## config.mk

```make
export PLATFORM = sky130hd
export DESIGN_NAME = wifi_fifo_scheduler
export DESIGN_NICKNAME = d
export VERILOG_FILES = /design/src/rtl/wifi_fifo_scheduler.sv
export SDC_FILE = /design/constraint.sdc
export NUM_CORES = 1
export LEC_CHECK = 0
export CAP_MARGIN = 30
export CORE_MARGIN = 2
export CORE_UTILIZATION = 47
export DETAILED_ROUTE_END_ITERATION = 8
export MAX_ROUTING_LAYER = met4
export PLACE_DENSITY = 0.73
export SKIP_CTS_REPAIR_TIMING = 1
export SLEW_MARGIN = 40
export SYNTH_ARGS = -nofsm -noshare
export SYNTH_HDL_FRONTEND = slang
export SYNTH_SLANG_ARGS = --single-unit
```

## constraint.sdc

```tcl
create_clock -name clk -period 2.7 [get_ports clk]
set_clock_uncertainty 0.05 [all_clocks]
set_input_delay 0.405 -clock clk [delete_from_list [all_inputs] [get_ports clk]]
set_output_delay 0.405 -clock clk [all_outputs]
set_load 0.02 [all_outputs]
```

## src/rtl/wifi_fifo_scheduler.sv

```systemverilog
// Frame-level controller for the PHY's shared 1-bit FIFO. It grants one of two
// bit-serial requesters round-robin, streams the frame in, and drains it under backpressure.
module wifi_fifo_scheduler #(
    parameter int LW    = 16,
    parameter int DEPTH = 4,
    parameter int OW    = 3
) (
    input  logic          clk,
    input  logic          reset,
    input  logic          req0,
    input  logic          req1,
    input  logic [LW-1:0] len0,
    input  logic [LW-1:0] len1,
    input  logic          din0,
    input  logic          din1,
    output logic          ack0,
    output logic          ack1,
    output logic          fifo_we,
    output logic          fifo_din,
    output logic          fifo_re,
    input  logic          fifo_valid,
    input  logic          fifo_dout,
    input  logic          out_ready,
    output logic          out_data,
    output logic          out_valid,
    output logic          busy,
    output logic          grant,
    output logic          frame_done
);

    typedef enum logic [2:0] {
        S_IDLE  = 3'd0,
        S_GRANT = 3'd1,
        S_WRITE = 3'd2,
        S_DRAIN = 3'd3,
        S_DONE  = 3'd4
    } state_t;

    state_t        state_r;
    state_t        state_next_s;
    logic          grant_r;
    logic          rr_r;
    logic          pend_r;
    logic [LW-1:0] wr_rem_r;
    logic [LW-1:0] rd_rem_r;
    logic [OW-1:0] occ_r;

    logic          wr_en_s;
    logic          rd_en_s;
    logic          pick_s;
    logic [LW-1:0] len_sel_s;

    // Write and read qualifiers; only one read may be outstanding so no bit is lost.
    always_comb begin
        wr_en_s   = (state_r == S_WRITE) && (occ_r < OW'(DEPTH)) && (wr_rem_r != {LW{1'b0}});
        rd_en_s   = ((state_r == S_WRITE) || (state_r == S_DRAIN)) && out_ready
                    && (occ_r != {OW{1'b0}}) && !pend_r;
        pick_s    = (req0 && req1) ? rr_r : req1;
        len_sel_s = grant_r ? len1 : len0;
    end

    // State register.
    always_ff @(posedge clk or negedge reset) begin
        if (!reset) begin
            state_r <= S_IDLE;
        end else begin
            state_r <= state_next_s;
        end
    end

    // Next-state logic.
    always_comb begin
        state_next_s = state_r;
        case (state_r)
            S_IDLE: begin
                if (req0 || req1) state_next_s = S_GRANT;
                else              state_next_s = S_IDLE;
            end
            S_GRANT: begin
                if (len_sel_s == {LW{1'b0}}) state_next_s = S_DONE;
                else                         state_next_s = S_WRITE;
            end
            S_WRITE: begin
                if (wr_en_s && (wr_rem_r == LW'(1))) state_next_s = S_DRAIN;
                else                                 state_next_s = S_WRITE;
            end
            S_DRAIN: begin
                if (rd_rem_r == {LW{1'b0}}) state_next_s = S_DONE;
                else                        state_next_s = S_DRAIN;
            end
            S_DONE:  state_next_s = S_IDLE;
            default: state_next_s = S_IDLE;
        endcase
    end

    // Output decode from state and qualifiers.
    always_comb begin
        fifo_we    = wr_en_s;
        fifo_din   = wr_en_s & (grant_r ? din1 : din0);
        ack0       = wr_en_s & ~grant_r;
        ack1       = wr_en_s & grant_r;
        fifo_re    = rd_en_s;
        out_data   = fifo_dout;
        out_valid  = fifo_valid;
        busy       = (state_r != S_IDLE);
        grant      = grant_r;
        frame_done = (state_r == S_DONE);
    end

    // Grant, round-robin pointer, bit counters, occupancy and outstanding-read flag.
    always_ff @(posedge clk or negedge reset) begin
        if (!reset) begin
            grant_r  <= 1'b0;
            rr_r     <= 1'b0;
            pend_r   <= 1'b0;
            wr_rem_r <= {LW{1'b0}};
            rd_rem_r <= {LW{1'b0}};
            occ_r    <= {OW{1'b0}};
        end else begin
            if ((state_r == S_IDLE) && (req0 || req1)) grant_r <= pick_s;
            if (state_r == S_DONE) rr_r <= ~grant_r;
            if (state_r == S_GRANT) begin
                wr_rem_r <= len_sel_s;
                rd_rem_r <= len_sel_s;
            end else begin
                if (wr_en_s) wr_rem_r <= wr_rem_r - LW'(1);
                if (fifo_valid && (rd_rem_r != {LW{1'b0}})) rd_rem_r <= rd_rem_r - LW'(1);
            end
            case ({wr_en_s, rd_en_s})
                2'b10:   occ_r <= occ_r + OW'(1);
                2'b01:   occ_r <= occ_r - OW'(1);
                default: occ_r <= occ_r;
            endcase
            if (rd_en_s)         pend_r <= 1'b1;
            else if (fifo_valid) pend_r <= 1'b0;
            else                 pend_r <= pend_r;
        end
    end

endmodule
```

* Word level (Yosys, flattened, before mapping)
Index checks and enable logic that the tools add are counted.
** Storage, ports and cells
- Input port bits :: 41
- Output and inout bits :: 10
- Register bits :: 41
- Logic and storage cells :: 61
** Operators by class
- Equality and inequality tests :: 7
- Order comparisons :: 1
- Mux-type cells :: 15
- Reduce and logical (&&, ||, !) cells :: 23
- Add/sub/neg operators :: 4
- Bitwise operators :: 4
** Operators by type and width (number)
- two-way mux 16 bit :: 5
- zero test 16 bit :: 2
- nonzero test 16 bit :: 2
- subtractor 16 x 1 -> 16 bit, second input constant :: 2
- == test 16 x 1 -> 1 bit, second input constant :: 1
- case mux 3 bit (4 select lines) :: 1
- logical AND 1 bit :: 9
- nonzero test 2 bit :: 4
- == test 3 x 2 -> 1 bit, second input constant :: 2
- two-way mux 1 bit :: 6
- two-way mux 3 bit :: 2
- case mux 3 bit (2 select lines) :: 1
- nonzero test 3 bit :: 2
- adder 3 x 1 -> 3 bit, second input constant :: 1
- bitwise AND 1 bit :: 3
- == test 3 x 1 -> 1 bit, second input constant :: 1
- == test 3 bit, second input constant :: 1
- zero test 3 bit :: 1
- less-than comparator 3 bit, second input constant :: 1
- subtractor 3 x 1 -> 3 bit, second input constant :: 1
- == test 2 x 1 -> 1 bit, second input constant :: 1
- == test 2 bit, second input constant :: 1
- logical OR 1 bit :: 2
- zero test 1 bit :: 1
- inverter 1 bit :: 1

* Logic depth before layout (Yosys ltp)
Gate-level depths: netlist of the first run.
- Word-level depth :: 7
- Gate-level depth with buffers :: 13

* Least setup slack after synthesis of the first run
Ideal clock, no wire load.
- Path type :: reg2reg
- From :: reg state_r[2]
- To :: reg occ_r[2]
- Path slack :: -209 ps
- Arrival :: 2780 ps
- Clock period less this slack :: 2909 ps
- Data required time :: 2571 ps
- Buffers on the path :: 1
- Cell stages (with the launch flop) :: 10
- Cells stage by stage :: dfrtp_1 clkbuf_1 nand2b_1 nor4b_1 ha_1 inv_1 fa_1 xor2_1 nor2_1 xor2_1
** On the way
- Longest elaborated chain between the ends :: 7
- Elaborated cells between the ends (all ways) :: 12
** Ends and longest elaborated chain
- from (decl) :: line 39 : state_t state_r;
- from (signal assigned) :: line 67 : state_r <= state_next_s;
- == test 3 x 2 -> 1 bit :: line 56 : rd_en_s = ((state_r == S_WRITE) || (state_r == S_DRAIN)) && out_ready
- logical OR 1 bit * :: line 56
- logical AND 1 bit * :: line 56
- logical AND 1 bit * (2 in a row) :: line 57 : && (occ_r != {OW{1'b0}}) && !pend_r;
- named net fifo_re :: line 20 : output logic fifo_re,
- == test 2 x 1 -> 1 bit / == test 2 bit (equally long branches) :: line 129 : case ({wr_en_s, rd_en_s})
- case mux 3 bit (2 select lines) / nonzero test 2 bit (equally long branches)
- to (signal assigned) :: line 130 : 2'b10: occ_r <= occ_r + OW'(1);
- to (signal assigned) :: line 131 : 2'b01: occ_r <= occ_r - OW'(1);
- to (signal assigned) :: line 132 : default: occ_r <= occ_r;
- to (decl) :: line 46 : logic [OW-1:0] occ_r;
Mark *: on every way through the listed nets, which the timed path passes. The rest lies on a longest branch.
A chain may end at the register's enable or synchronous reset.

* Final worst setup path of the first run
- From :: reg state_r[1]
- To :: out fifo_re
** On the way
- Longest elaborated chain between the ends :: 5
- Elaborated cells between the ends (all ways) :: 6
** Ends and longest elaborated chain (line)
- == test 3 x 2 -> 1 bit :: 56
- logical OR 1 bit * :: 56
- logical AND 1 bit * :: 56
- logical AND 1 bit * (2 in a row) :: 57
- to (decl) :: 20
Every way passes the cells marked *; elsewhere a longest branch is shown, timed or not.

==> flow_summary.json, run 1 <==
{
  "power_density_mw_per_mm2": 980,
  "drc": 0,
  "drv_slew": 0,
  "status": "complete, no violations",
  "cts_max_level": 2,
  "synth_top_cell_by_area": "dfrtp_1",
  "drive_gt1_share_pct": 12.8,
  "wl_um": 7050,
  "synth_area_per_cell_um2": 8.91,
  "grt_usage_pct": 24.2,
  "max_stage_delay_ns": 0.68,
  "clockPowerShare_pct": 15.6,
  "antenna_found_initial": 0,
  "final_common_cell": "clkdlybuf4s50_1",
  "p_switching_uw": 1400,
  "fin_nets": 396,
  "ir_drop_v": 0.000545,
  "syn_inst": 300,
  "crit_chain": "nand2b_1 -> nor4b_2 -> clkdlybuf4s50_1",
  "die_w_um": 79.4,
  "r2r_cells": 11,
  "hold_path.class": "in -> async",
  "crit_fanout": 9,
  "power_leakage_uw": 0.00138,
  "netSwitchingFraction_pct": 41.9,
  "worstMarginPinSlew_ns": 0.596,
  "first_pass_iters": 5,
  "ys_seq_area_share_pct": 38.4,
  "p_int_uw": 1940,
  "yosys-top-cells-area": "dfrtp_1, mux2_2, nand2_1",
  "fin_cells": 423,
  "yosysWarnings": 0,
  "crit_path_end_kind": "output port",
  "fp-row-count": 27,
  "syn_area_mm2": 0.00267,
  "cts_buffer_depth": 2,
  "syn_to_final_growth_pct": 27.5,
  "grt_pass1_vias": 2396,
  "synth-edff-count": 0,
  "cp.arrival_ns": 2.09,
  "grt_start_max_net_pins": 42,
  "grt-ovfl-total": 0,
  "async_flop_share_pct": 100,
  "clk_pin_slew_ns": 0.09,
  "fill_cells": 482,
  "cts_tree": "built",
  "combinationalPowerShare_pct": 46.6,
  "cpMaxStageDelayCell": "clkdlybuf4s50_1",
  "hpwl_um": 5320,
  "grt_pass1_wl_um": 11600,
  "finalSetupViolations": 0,
  "fin_crit_sh_pct": 94.1,
  "period_minus_slack_ns": 2.54,
  "postRouteAntennaNets": 0,
  "final_util_pct": 61.9,
  "power_uw": 3340,
  "die_area_mm2": 0.00631,
  "routabilityCongestion": 0.885,
  "cts_buffers": 5,
  "slew_headroom_pct": 59.9,
  "clk_latency_ns": 0.30,
  "portBuffers": 48,
  "vias": 2512,
  "startpoint_type": "register",
  "antenna_cells": 0,
  "place_inst": 415,
  "synth_cell_types": 57,
  "die_h_um": 79.4,
  "first_iter_violations": 218,
  "layout_setup_ws_ns": 0.158,
  "final_cell_mix": "clkdlybuf4s50_1, dfrtp_1, nand2_1, nor2_1, o21ai_0",
  "io_pins": 51,
  "root_buffer": "clkbuf_8",
  "required_ns": 2.25,
  "synth_ff_type": "dfrtp_1",
  "drv_cap": 0,
  "wl_per_cell_um": 16.7,
  "yosysTopAreaCellShare_pct": 38.4,
  "core_area_mm2": 0.00551,
  "ys_ff_latch": 41,
  "path_class": "reg -> out",
  "dp_worst_setup_slack_ns": 0.111,
  "synth_nets": 346,
  "clock-sinks": 41,
  "hold_violations": 0,
  "p_seq_share_pct": 37.8,
  "post_drt_via_cell_ratio": 5.94,
  "initial_core_util_pct": 48.5,
  "max_freq_mhz": 393
}
## synth_stat cells, types with 4 or more instances
library cell  number
a211oi_1           5
nor4_1             8
mux2i_1            4
nor2_1            18
clkbuf_1          10
dfrtp_1           41
ha_1               4
o211ai_1           7
o21ai_0           17
xor2_1            10
a21oi_1           11
or3_1              4
nor3_1            14
mux2_2            13
xnor2_1            6
nand3_1           16
inv_1             14
nand4_1           10
o311ai_0           4
nand2_1           30
nor4b_1            5
## through the flow
step / setup TNS [ns] / hold WS (ns) / cell area (µm²)
CTS: -0.186 / 0.0510 / 3380
floorplan: 0 / 0.0594 / 2690
global placement: 0 / 0.411 / 3260
global route: -0.0193 / 0.0729 / 3410
finish: 0 / 0.0260 / 3410
detailed placement: 0 / 0.375 / 3260
## metal layers
layer | part of all wire (%) | routed length [µm] | GRT usage [%] | vias to the layer above
li1 | - | - | - | 1204
met1 | 45 | 3170 | 33.2 | 1210
met2 | 47 | 3330 | 37.7 | 90
met3 | 6.7 | 476 | 4.30 | 8
met4 | 1.0 | 74 | 6.03 | 0
met5 | 0 | 0 | - | -
## cells by family after synthesis
logic type,Yosys count,share of synthesized area (%)
AND/OR/NAND/NOR,127,26.6
AO/OA/AOI/OAI,62,15.1
flip-flops,41,38.4
buffers and inverters,32,5.06
multiplexers,17,6.98
XOR/XNOR,16,5.24
adder cells (fa/ha/maj),5,2.62
## state kept, by name (all words and copies together), names as in the netlist
name and count:
grant 1, occ_r 3, pend_r 1, rd_rem_r 16, rr_r 1, state_r 3
wr_rem_r 16
## worst max-delay path, delay by kind of cell (launching register included)
family | cells | cell delay [ns]
AND/OR/NAND/NOR | 2 | 0.60
flip-flops | 1 | 0.50
buffers and inverters | 1 | 0.68
## power by group through the flow
stage	registers (µW)	clock network (µW)	logic, µW
final	1260	520	1560
after global routing	1310	552	1750
after CTS	1250	529	1550
after detailed placement	1250	0	1530
after global placement	1240	0	1510
after floorplan	1170	0	1130
## area by class of cell
| class | count | area, µm² | area share, % |
|---|---|---|---|
| clock buffer | 7 | 86.3 | 2.53 |
| clock inverter | 1 | 30.0 | 0.881 |
| inverter | 15 | 56.3 | 1.65 |
| multi-input combinational | 227 | 1540 | 45.2 |
| sequential | 41 | 1030 | 30.1 |
| tap | 72 | 90.1 | 2.64 |
| timing repair buffer | 60 | 578 | 17.0 |
## worst paths after layout
check,startpoint,end,slack [ns]
min,reset,rd_rem_r[1]$_DFFE_PN0P_,0.03
min reg2reg,rr_r$_DFFE_PN0P_,rr_r$_DFFE_PN0P_,0.44
max reg2reg,wr_rem_r[0]$_DFFE_PN0P_,occ_r[2]$_DFFE_PN0P_,0.20
max,state_r[1]$_DFF_PN0_,fifo_re,0.16
max in group asynchronous,reset,wr_rem_r[11]$_DFFE_PN0P_,2.20
min in group clk,rr_r$_DFFE_PN0P_,rr_r$_DFFE_PN0P_,0.44
(Power assumes the default switching activity.)
==> inputs of run 2 (changes only) <==
SETUP_SLACK_MARGIN = 0.1   (was default)
==> run 2 against run 1 <==
Maximum frequency is 3.4% higher. Hold slack better by 0.0055 ns. First-iteration DRC count is 13% lower. Worst setup slack better by 0.084 ns. Design area is 1.1% higher. Sequential power hardly changed. Largest cell class unchanged.
==> flow_summary.json, run 2 (same netlist as run 1, synthesis figures left out) <==
{
  "status": "complete, no violations",
  "final_common_cell": "clkdlybuf4s50_1",
  "clk_latency_ns": 0.29,
  "grt_usage_pct": 23.7,
  "io_pins": 51,
  "r2r_cells": 7,
  "cts_max_level": 2,
  "p_int_uw": 2000,
  "cts_buffer_depth": 2,
  "grt-ovfl-total": 0,
  "finalSetupViolations": 0,
  "place_inst": 412,
  "cts_buffers": 5,
  "crit_start": "rd_rem_r[0]$_DFFE_PN0P_",
  "fill_cells": 465,
  "max_freq_mhz": 407,
  "cts_tree": "built",
  "root_buffer": "clkbuf_8",
  "drive_gt1_share_pct": 14.7,
  "hpwl_um": 5170,
  "rsz0062_at_grt": "no",
  "post_drt_via_cell_ratio": 5.94,
  "startpoint_type": "register",
  "die_w_um": 79.4,
  "dp_worst_setup_slack_ns": 0.206,
  "syn_to_final_growth_pct": 28.9,
  "holdWs_ns": 0.0316,
  "routabilityCongestion": 0.915,
  "wl_per_cell_um": 16.6,
  "hold_violations": 0,
  "die_h_um": 79.4,
  "final_cell_mix": "clkdlybuf4s50_1, dfrtp_1, nand2_1, nor2_1, o21ai_0",
  "layout_setup_ws_ns": 0.242,
  "crit_path_end_kind": "register",
  "worstMarginPinSlew_ns": 0.719,
  "p_switching_uw": 1440,
  "path_class": "reg -> reg",
  "drv_slew": 0,
  "fin_crit_sh_pct": 91.1,
  "crit_fanout": 9,
  "netSwitchingFraction_pct": 41.8,
  "period_minus_slack_ns": 2.46,
  "postRouteAntennaNets": 0,
  "portBuffers": 48,
  "p_seq_share_pct": 37.3,
  "power_density_mw_per_mm2": 997,
  "initial_core_util_pct": 48.5,
  "grt_start_max_net_pins": 42,
  "antenna_cells": 0,
  "grt_pass1_wl_um": 11400,
  "clockPowerShare_pct": 15.0,
  "die_area_mm2": 0.00631,
  "clk_pin_slew_ns": 0.08,
  "power_leakage_uw": 0.00140,
  "ir_drop_v": 0.000570,
  "r2r-end": "rd_rem_r[7]$_DFFE_PN0P_",
  "first_iter_violations": 190,
  "first_pass_iters": 5,
  "drc": 0,
  "reg_top3": "rd_rem_r x16, wr_rem_r x16",
  "cp.arrival_ns": 2.58,
  "fp-row-count": 27,
  "hold_path.class": "in -> async",
  "r2r_start": "rd_rem_r[0]$_DFFE_PN0P_",
  "critical_path.endpoint": "rd_rem_r[7]$_DFFE_PN0P_",
  "core_area_mm2": 0.00551,
  "wl_um": 7080,
  "fin_nets": 399,
  "required_ns": 2.82,
  "vias": 2529,
  "clock-sinks": 41,
  "grt_pass1_vias": 2374,
  "r2r_setup_slack_ns": 0.24,
  "combinationalPowerShare_pct": 47.7,
  "fin_cells": 426,
  "antenna_found_initial": 0,
  "drv_cap": 0,
  "slew_headroom_pct": 52.1
}
run 2: layer usage:
metal | part of all wire, % | up-vias | global-route usage, %
met5 | 0 | - | -
met4 | 1.8 | 0 | 7.07
met3 | 6.7 | 14 | 4.52
met2 | 46 | 92 | 36.2
met1 | 45 | 1211 | 32.4
li1 | - | 1212 | -
run 2: through the flow:
step	total power [µW]	utilization (%)	area, µm²	setup TNS (ns)
floorplan	2350	-	2710	0
finish	3440	62.6	3450	0
global placement	2770	59.1	3250	0
detailed placement	2810	59.1	3260	0
CTS	3340	61.2	3370	-0.0205
global route	3700	62.6	3450	0
run 2: cell type report:
cell class                      count  area (µm²)  area share [%]
Sequential cell                    41        1030            29.8
Inverter                           15        56.3            1.63
Tap cell                           72        90.1            2.61
Timing Repair Buffer               63         603            17.5
Clock inverter                      1        30.0           0.871
Multi-Input combinational cell    227        1550            45.1
Clock buffer                        7        86.3            2.51
run 2: worst max-delay path, stage by stage (launching register included):
cell	delay, ns
dfrtp_1	0.39
inv_1	0.11
ha_1	0.23
or4b_1	0.54
nand4bb_1	0.50
nand4_1	0.27
xor2_1	0.16
o21ai_0	0.09
run 2: worst min-delay path by stage:
stage	depth (start not counted)	slack [ns]	end	from
floorplan	0	0.06	grant$_DFFE_PN0P_	reset
global placement	2	0.41	rr_r$_DFFE_PN0P_	rr_r$_DFFE_PN0P_
detailed placement	1	0.37	rd_rem_r[14]$_DFFE_PN0P_	reset
CTS	1	0.06	rd_rem_r[14]$_DFFE_PN0P_	reset
global route	1	0.08	rd_rem_r[14]$_DFFE_PN0P_	reset
finish	1	0.03	rd_rem_r[14]$_DFFE_PN0P_	reset
run 2: power groups by stage:
| stage | combinational, µW | sequential (µW) | clock [µW] |
|---|---|---|---|
| 6_report | 1640 | 1280 | 517 |
| 5_1_grt | 1830 | 1330 | 550 |
| 4_1_cts | 1550 | 1260 | 525 |
| 3_5_place_dp | 1540 | 1270 | 0 |
| 3_3_place_gp | 1520 | 1260 | 0 |
| 2_1_floorplan | 1170 | 1180 | 0 |
==> inputs of run 3 (changes only) <==
TNS_END_PERCENT = 30   (was default)
==> run 3 against run 2 <==
Hold slack lost 0.0020 ns. Utilization down 0.86 points. Wire length fell by 2.8%. Combinational power down 5%. First-iteration DRC count down 13%. Critical path depth unchanged. Sequential power about the same. Register-to-register slack improved by 0.02 ns. Flip-flop and latch count did not move. Non-clock buffer count is 6 lower. Count of clock-buffer cells in the layout stayed put. Cell count down 1.4%.
==> flow_summary.json, run 3 (same netlist as run 1, synthesis figures left out) <==
{
  "cts_tree": "built",
  "crit_fanout": 9,
  "r2r_start": "rd_rem_r[0]$_DFFE_PN0P_",
  "power_leakage_uw": 0.00136,
  "grt_usage_pct": 23.7,
  "fin_nets": 393,
  "cts_buffer_depth": 2,
  "grt-ovfl-total": 0,
  "initial_core_util_pct": 48.5,
  "reg_top3": "rd_rem_r x16, wr_rem_r x16",
  "cp.arrival_ns": 2.19,
  "grt_start_max_net_pins": 42,
  "ir_drop_v": 0.000627,
  "slew_headroom_pct": 52.8,
  "antenna_cells": 0,
  "cts_buffers": 5,
  "io_pins": 51,
  "p_int_uw": 1950,
  "period_minus_slack_ns": 2.64,
  "r2r_setup_slack_ns": 0.26,
  "place_inst": 412,
  "finalSetupViolations": 0,
  "hpwl_um": 5170,
  "crit_path_end_kind": "output port",
  "path_buf_inv": 2,
  "path_class": "reg -> out",
  "clock-sinks": 41,
  "drv_cap": 0,
  "path_delay_family": "simple AND/OR/NAND/NOR gates",
  "die_w_um": 79.4,
  "fp-row-count": 27,
  "max_stage_delay_ns": 0.54,
  "worstMarginPinSlew_ns": 0.707,
  "cpMaxStageDelayCell": "clkdlybuf4s50_1",
  "clockPowerShare_pct": 15.3,
  "power_uw": 3360,
  "final_common_cell": "clkdlybuf4s50_1",
  "antenna_found_initial": 0,
  "fin_cells": 420,
  "grt_pass1_vias": 2374,
  "fin_crit_sh_pct": 97.9,
  "rsz0062_at_grt": "yes",
  "postRouteAntennaNets": 0,
  "wl_per_cell_um": 16.4,
  "first_iter_violations": 166,
  "post_drt_via_cell_ratio": 5.86,
  "startpoint_type": "register",
  "clk_pin_slew_ns": 0.08,
  "drv_slew": 0,
  "p_seq_share_pct": 38.1,
  "final_cell_mix": "clkdlybuf4s50_1, dfrtp_1, nand2_1, nor2_1, o21ai_0",
  "first_pass_iters": 4,
  "grt_pass1_wl_um": 11400,
  "portBuffers": 48,
  "routabilityCongestion": 0.915,
  "netSwitchingFraction_pct": 41.8,
  "drive_gt1_share_pct": 12.9,
  "required_ns": 2.25,
  "drc": 0,
  "cts_max_level": 2,
  "hold_violations": 0,
  "r2r-end": "state_r[0]$_DFF_PN0_",
  "crit_chain": "inv_2 -> ha_1 -> nor4b_4 -> nand4_1 -> nand2_4 -> nor2_1 -> clkdlybuf4s50_1",
  "wl_um": 6880,
  "die_area_mm2": 0.00631,
  "r2r_cells": 7,
  "combinationalPowerShare_pct": 46.6,
  "die_h_um": 79.4,
  "max_freq_mhz": 378,
  "final_util_pct": 61.7,
  "p_switching_uw": 1400,
  "vias": 2463,
  "status": "complete, no violations",
  "power_density_mw_per_mm2": 989,
  "hold_path.class": "in -> async",
  "core_area_mm2": 0.00551,
  "syn_to_final_growth_pct": 27.2,
  "clk_latency_ns": 0.29,
  "root_buffer": "clkbuf_8"
}
## run 3: layout make-up
type / instances / area [µm²]
clock inverters: 1 / 30.0
clock buffers: 7 / 86.3
inverters: 15 / 56.3
flip-flops and latches: 41 / 1030
fillers: 471 / 2110
well taps: 72 / 90.1
repair buffers: 57 / 556
multi-input cells: 227 / 1550
## run 3: power by group through the flow
stage / Combinational [µW] / Clock (µW) / Sequential [µW]
3_3_place_gp: 1520 / 0 / 1260
4_1_cts: 1550 / 525 / 1260
2_1_floorplan: 1170 / 0 / 1180
5_1_grt: 1750 / 550 / 1330
3_5_place_dp: 1540 / 0 / 1270
6_report: 1560 / 514 / 1280
## run 3: worst max path at each step
stage | from | endpoint | slack (ns) | cells past startpoint
2_1_floorplan | wr_rem_r[0]$_DFFE_PN0P_ | occ_r[2]$_DFFE_PN0P_ | 0.11 | 13
4_1_cts | wr_rem_r[9]$_DFFE_PN0P_ | fifo_we | -0.02 | 5
3_5_place_dp | wr_rem_r[9]$_DFFE_PN0P_ | occ_r[2]$_DFFE_PN0P_ | 0.21 | 9
6_report | wr_rem_r[0]$_DFFE_PN0P_ | fifo_din | 0.06 | 7
5_1_grt | wr_rem_r[0]$_DFFE_PN0P_ | fifo_din | -0.10 | 7
3_3_place_gp | wr_rem_r[9]$_DFFE_PN0P_ | occ_r[2]$_DFFE_PN0P_ | 0.29 | 9
## run 3: per-layer routing
metal | part of all wire (%) | track usage, % | up-vias
met5 | 0 | - | -
met4 | 1.8 | 7.07 | 0
met3 | 5.6 | 4.52 | 13
met2 | 46 | 36.2 | 69
met1 | 47 | 32.4 | 1183
li1 | - | - | 1198
## run 3: metrics by stage
stage / area, µm² / hold slack, ns / setup slack [ns] / setup TNS, ns
after floorplan: 2710 / 0.0594 / 0.106 / 0
after global placement: 3250 / 0.409 / 0.287 / 0
after detailed placement: 3260 / 0.375 / 0.206 / 0
after CTS: 3370 / 0.0588 / -0.0205 / -0.0205
after global routing: 3400 / 0.0758 / -0.103 / -0.103
final: 3400 / 0.0296 / 0.0569 / 0
==> RTL edit 1, RTL diff (config.mk and constraints of run 3) <==
The 5 states of `state_t` get a one-hot encoding in 5 bits.
--- a/src/rtl/wifi_fifo_scheduler.sv
+++ b/src/rtl/wifi_fifo_scheduler.sv
@@ -30,8 +30,8 @@
 
-    typedef enum logic [2:0] {
-        S_IDLE  = 3'd0,
-        S_GRANT = 3'd1,
-        S_WRITE = 3'd2,
-        S_DRAIN = 3'd3,
-        S_DONE  = 3'd4
+    typedef enum logic [4:0] {
+        S_IDLE  = 5'b00001,
+        S_GRANT = 5'b00010,
+        S_WRITE = 5'b00100,
+        S_DRAIN = 5'b01000,
+        S_DONE  = 5'b10000
     } state_t;
Formal check against the unedited RTL: same outputs for any inputs over 10 cycles, from zero or initial values and one cycle with reset low; not proved beyond that.
==> RTL edit 1 against run 3 <==
- the flow now finishes with violations (setup timing)
- critical path depth up 1
- synthesized area up 6.3%
- combinational power up 11%
- clock power down 12%
- power up 2.6%
- highest routed layer unchanged
- routed wire length up 15%
- critical path type unchanged
- final area up 7.8%
- sequential cell count up 2
- worst setup slack worse by 160 ps
- utilization up 0.55 points
- critical endpoint is now ack0
- count of clock-buffer cells in the layout up 1
==> RTL edit 1: results (changes against run 3) <==
stage,metric,value,unit,change
clock_network,ctsLongestPathBuffers,2,,unchanged
synth,seq_area_frac_synth,37.91,%,-0.48 points
synth,synth_common_cells,"dfrtp_1, nor2_1, o21ai_0",,
global_routing,grt_pass1_vias,2584,,+8.8%
critical_path,cp_slowest_stage_delay,550,ps,
critical_path,cp.arrival,2350,ps,+160 ps
sta,setup_slack,-102.2,ps,-159.1 ps
synth,syn-instance-count,317,,+5.7%
global_routing,grt_pass1_wl,12510,um,+9.5%
place,gp_congestion,0.8970,,-2.0%
layout,fin_nets,431,,+9.7%
detailed_routing,wl_per_cell,17.28,um,+5.4%
clock_network,clkLatencyLatePin,290,ps,about the same
run_status,violations,setup timing,,
worst_hold_path,hold_class,in -> async,,
detailed_routing,dr.pass1.iters,5,,+1
critical_path,r2r_start,wr_rem_r[0],,
sta,setup_viol,4,,+4
critical_path,r2r_cells,11,,+4
critical_path,path_delay_family,simple AND/OR/NAND/NOR gates,,
layout,top_regs,"rd_rem_r (16), wr_rem_r (16), state_r (5)",,
pwr,irDropWorstVdd,544.0,uV,-13%
synth,synth_compound_area_share,16.56,%,+1.5 points
place,dpl-instance-area,3530,sq um,+8.4%
critical_path,slowest_stage,or4_4,,
critical_path,r2r_end,occ_r[2],,
synth,synthTopCellsByArea,"dfrtp_1, mux2_2, o21ai_0",,
place,placed_cells,448,,+8.7%
layout,drive_gt1_share,20.00,%,+7.1 points
detailed_routing,vias,2713,,+10%
synth,yosys.area_share.adder,2.906,%,+0.28 points
synth,synthMuxAreaShare,6.517,%,-0.46 points
global_routing,antenna_found_initial,0,,unchanged
synth,synth_xor_area_share,4.315,%,-0.93 points
place,hpwl,6098,um,+18%
layout,diodes,0,,unchanged
synth,async_reset_ff_share,100.0,%,unchanged
synth,synth_cell_types,64,,+12%
clock_network,root_buffer,clkbuf_8,,
global_routing,grt_max_degree,44,,+4.8%
synth,synth_nets,364,,+5.2%
place,place.port_buffers,48,,unchanged
pwr,p_leak,1.488,nW,+9.3%
pwr,p_int,2.035,mW,+4.1%
global_routing,track_usage,25.51,%,+1.8 points
clock_network,htreeDepth,2,,unchanged
critical_path,crit_path_max_fanout,6,,-3
synth,yosys_warnings,0,,unchanged
clock_network,cts_buffers,5,,unchanged
run_status,status,"finished, violations left",,
layout,n_fill_cell,515,,+9.3%
sta,slew_headroom,53.37,%,+0.53 points
layout,fin_cells,460,,+9.5%
detailed_routing,drt-initial-drc-count,153,,-7.8%
clock_network,cts.clk_slew.worst_paths,80,ps,about the same
==> RTL edit 1: layout make-up <==
type,instances,area [sq um],share of cell area [%]
flip-flops and latches,43,1077,29.40
inverters,15,56.30,1.536
well taps,75,93.84,2.561
clock buffers,8,100.1,2.731
repair buffers,78,689.4,18.81
multi-input cells,241,1648,44.96
==> RTL edit 1: cells by family after synthesis <==
family / count (synthesis)
xor gates and xnor gates: 14
buffers and inverters: 33
adders and majority gates: 6
DFF: 43
AOI/OAI and AO/OA: 72
muxes: 17
and+or+nand+nor: 132
==> RTL edit 1: through the flow <==
stage | hold WS, ps | setup WS, ps | TNS, ps
2_1_floorplan | 59.41 | -203.7 | -302.5
3_3_place_gp | 401.1 | -32.67 | -32.67
3_5_place_dp | 379.7 | -69.79 | -152.6
4_1_cts | 68.16 | -401.7 | -1489
5_1_grt | 95.69 | -197.3 | -543.9
6_report | 45.47 | -102.2 | -297.2
==> RTL edit 1: power groups by stage <==
| stage | Clock, mW | Sequential (mW) | Combinational [mW] |
|---|---|---|---|
| 3_3_place_gp | 0 | 1.23 | 1.61 |
| 6_report | 0.454 | 1.26 | 1.73 |
| 4_1_cts | 0.456 | 1.24 | 1.67 |
| 2_1_floorplan | 0 | 1.18 | 1.11 |
| 5_1_grt | 0.495 | 1.29 | 1.91 |
| 3_5_place_dp | 0 | 1.25 | 1.66 |
==> RTL edit 1: routing by layer <==
layer / global-route usage (%) / up-vias / wire length (um)
met5: - / - / 0
met4: 5.667 / 0 / 73
met3: 2.637 / 6 / 372
met2: 43.01 / 85 / 3929
met1: 33.33 / 1315 / 3572
li1: - / 1307 / -
==> RTL edit 1: worst max-delay path by stage <==
stage / startpoint / end / slack (ps) / cells after the start
floorplan: wr_rem_r[10] / occ_r[2] / -200 / 12
global placement: wr_rem_r[1] / ack1 / -30 / 6
detailed placement: wr_rem_r[1] / ack1 / -70 / 6
CTS: wr_rem_r[1] / ack1 / -400 / 6
global route: wr_rem_r[0] / occ_r[2] / -200 / 11
finish: wr_rem_r[0] / ack0 / -100 / 8
==> RTL edit 1: worst reg2reg max path: stages (launching register included) <==
cell	delay, ps
dfrtp_1	410
inv_2	100
ha_4	130
or4b_4	460
or4_4	550
nand2_8	120
ha_4	140
inv_2	40
fa_2	340
xor2_1	140
nor2_1	60
xor2_1	150
==> RTL edit 2, RTL diff (flow settings as in run 3) <==
Without the edit above. The parameter `LW` goes from 16 to 17.
--- a/src/rtl/wifi_fifo_scheduler.sv
+++ b/src/rtl/wifi_fifo_scheduler.sv
@@ -3,3 +3,3 @@
 module wifi_fifo_scheduler #(
-    parameter int LW    = 16,
+    parameter int LW    = 17,
     parameter int DEPTH = 4,
Ports: changed (resized len0 and len1); port bits go from 51 to 53. No check against the original RTL was run, so the function may have changed too.
==> RTL edit 2 against run 3 <==
- sequential share of layout area down 0.66 points
- sequential cell count rose by 2
- largest power group unchanged
- final area is 7.2% higher
- worst hold slack improved by 13 ps
- critical path depth rose by 2
- synthesized area up 8.2%
- clock power down 11%
- routed wire length is 11% higher
- synthesized cell count is 2.7% higher
- via count grew 8.1%
- worst setup slack improved by 240 ps
- power is 6.5% higher
==> RTL edit 2: results (changes against run 3) <==
stage,metric,value,unit,change
global_routing,track_usage,25.39,%,+1.7 points
global_routing,gr-usage-met2,37.26,%,+1.1 points
run_status,status,completed,,
critical_path,critPathLaunch,wr_rem_r[10],,
critical_path,crit_end,occ_r[2],,
place,placed_cells,433,,+5.1%
global_routing,grt_pass1_wl,12480,um,+9.2%
place,post-place-ws,226.8,ps,+20.95 ps
synth,synthTopCellsByArea,"dfrtp_1, mux2i_1, xor2_1",,
layout,drive_gt1_share,13.11,%,+0.18 points
synth,synth_common_cells,"dfrtp_1, nor2_1, inv_1",,
critical_path,r2r_cells,9,,+2
global_routing,grt_pass1_vias,2470,,+4.0%
synth,synth_nets,358,,+3.5%
detailed_routing,vias_per_cell,6.039,,+3.0%
detailed_routing,drt-initial-drc-count,225,,+36%
layout,fin_nets,415,,+5.6%
sta,whs,42.80,ps,+13.19 ps
synth,synth_compound_area_share,16.92,%,+1.8 points
synth,synth_xor_area_share,5.149,%,-0.094 points
detailed_routing,wl_per_cell,17.31,um,+5.6%
critical_path,r2r_slack,290,ps,+30 ps
critical_path,crit_path_max_fanout,12,,+3
synth,seq_area_frac_synth,37.21,%,-1.2 points
place,hpwl,5596,um,+8.3%
## RTL edit 2: changes by cell type after synthesis, sizes merged, moves of 6 or more
cell / before / now
mux2i: 4 / 12
buf: 7 / 13
nand2: 30 / 16
nor3: 16 / 10
o21ai: 19 / 13
clkbuf: 10 / 2
## RTL edit 2: power by group
| part | leakage (nW) | internal, mW | switching, mW |
|---|---|---|---|
| clock network | 0.0505 | 0.233 | 0.226 |
| registers | 0.526 | 0.936 | 0.367 |
| logic | 0.967 | 0.877 | 0.939 |
## RTL edit 2: final cells by class
cell class	count	area [sq um]	share of cell area (%)
multi-input cells	232	1682	46.15
flip-flops and latches	43	1076	29.53
repair buffers	65	620.6	17.03
clock buffers	7	96.34	2.644
well taps	75	93.84	2.576
inverters	18	67.56	1.854
clock inverters	1	7.507	0.2060
## RTL edit 2: routing by layer
metal,wire length (um),vias up,part of all wire (%)
li1,-,1272,-
met3,665,8,8.7
met4,72,0,0.94
met1,3328,1282,44
met5,0,-,0
met2,3567,101,47
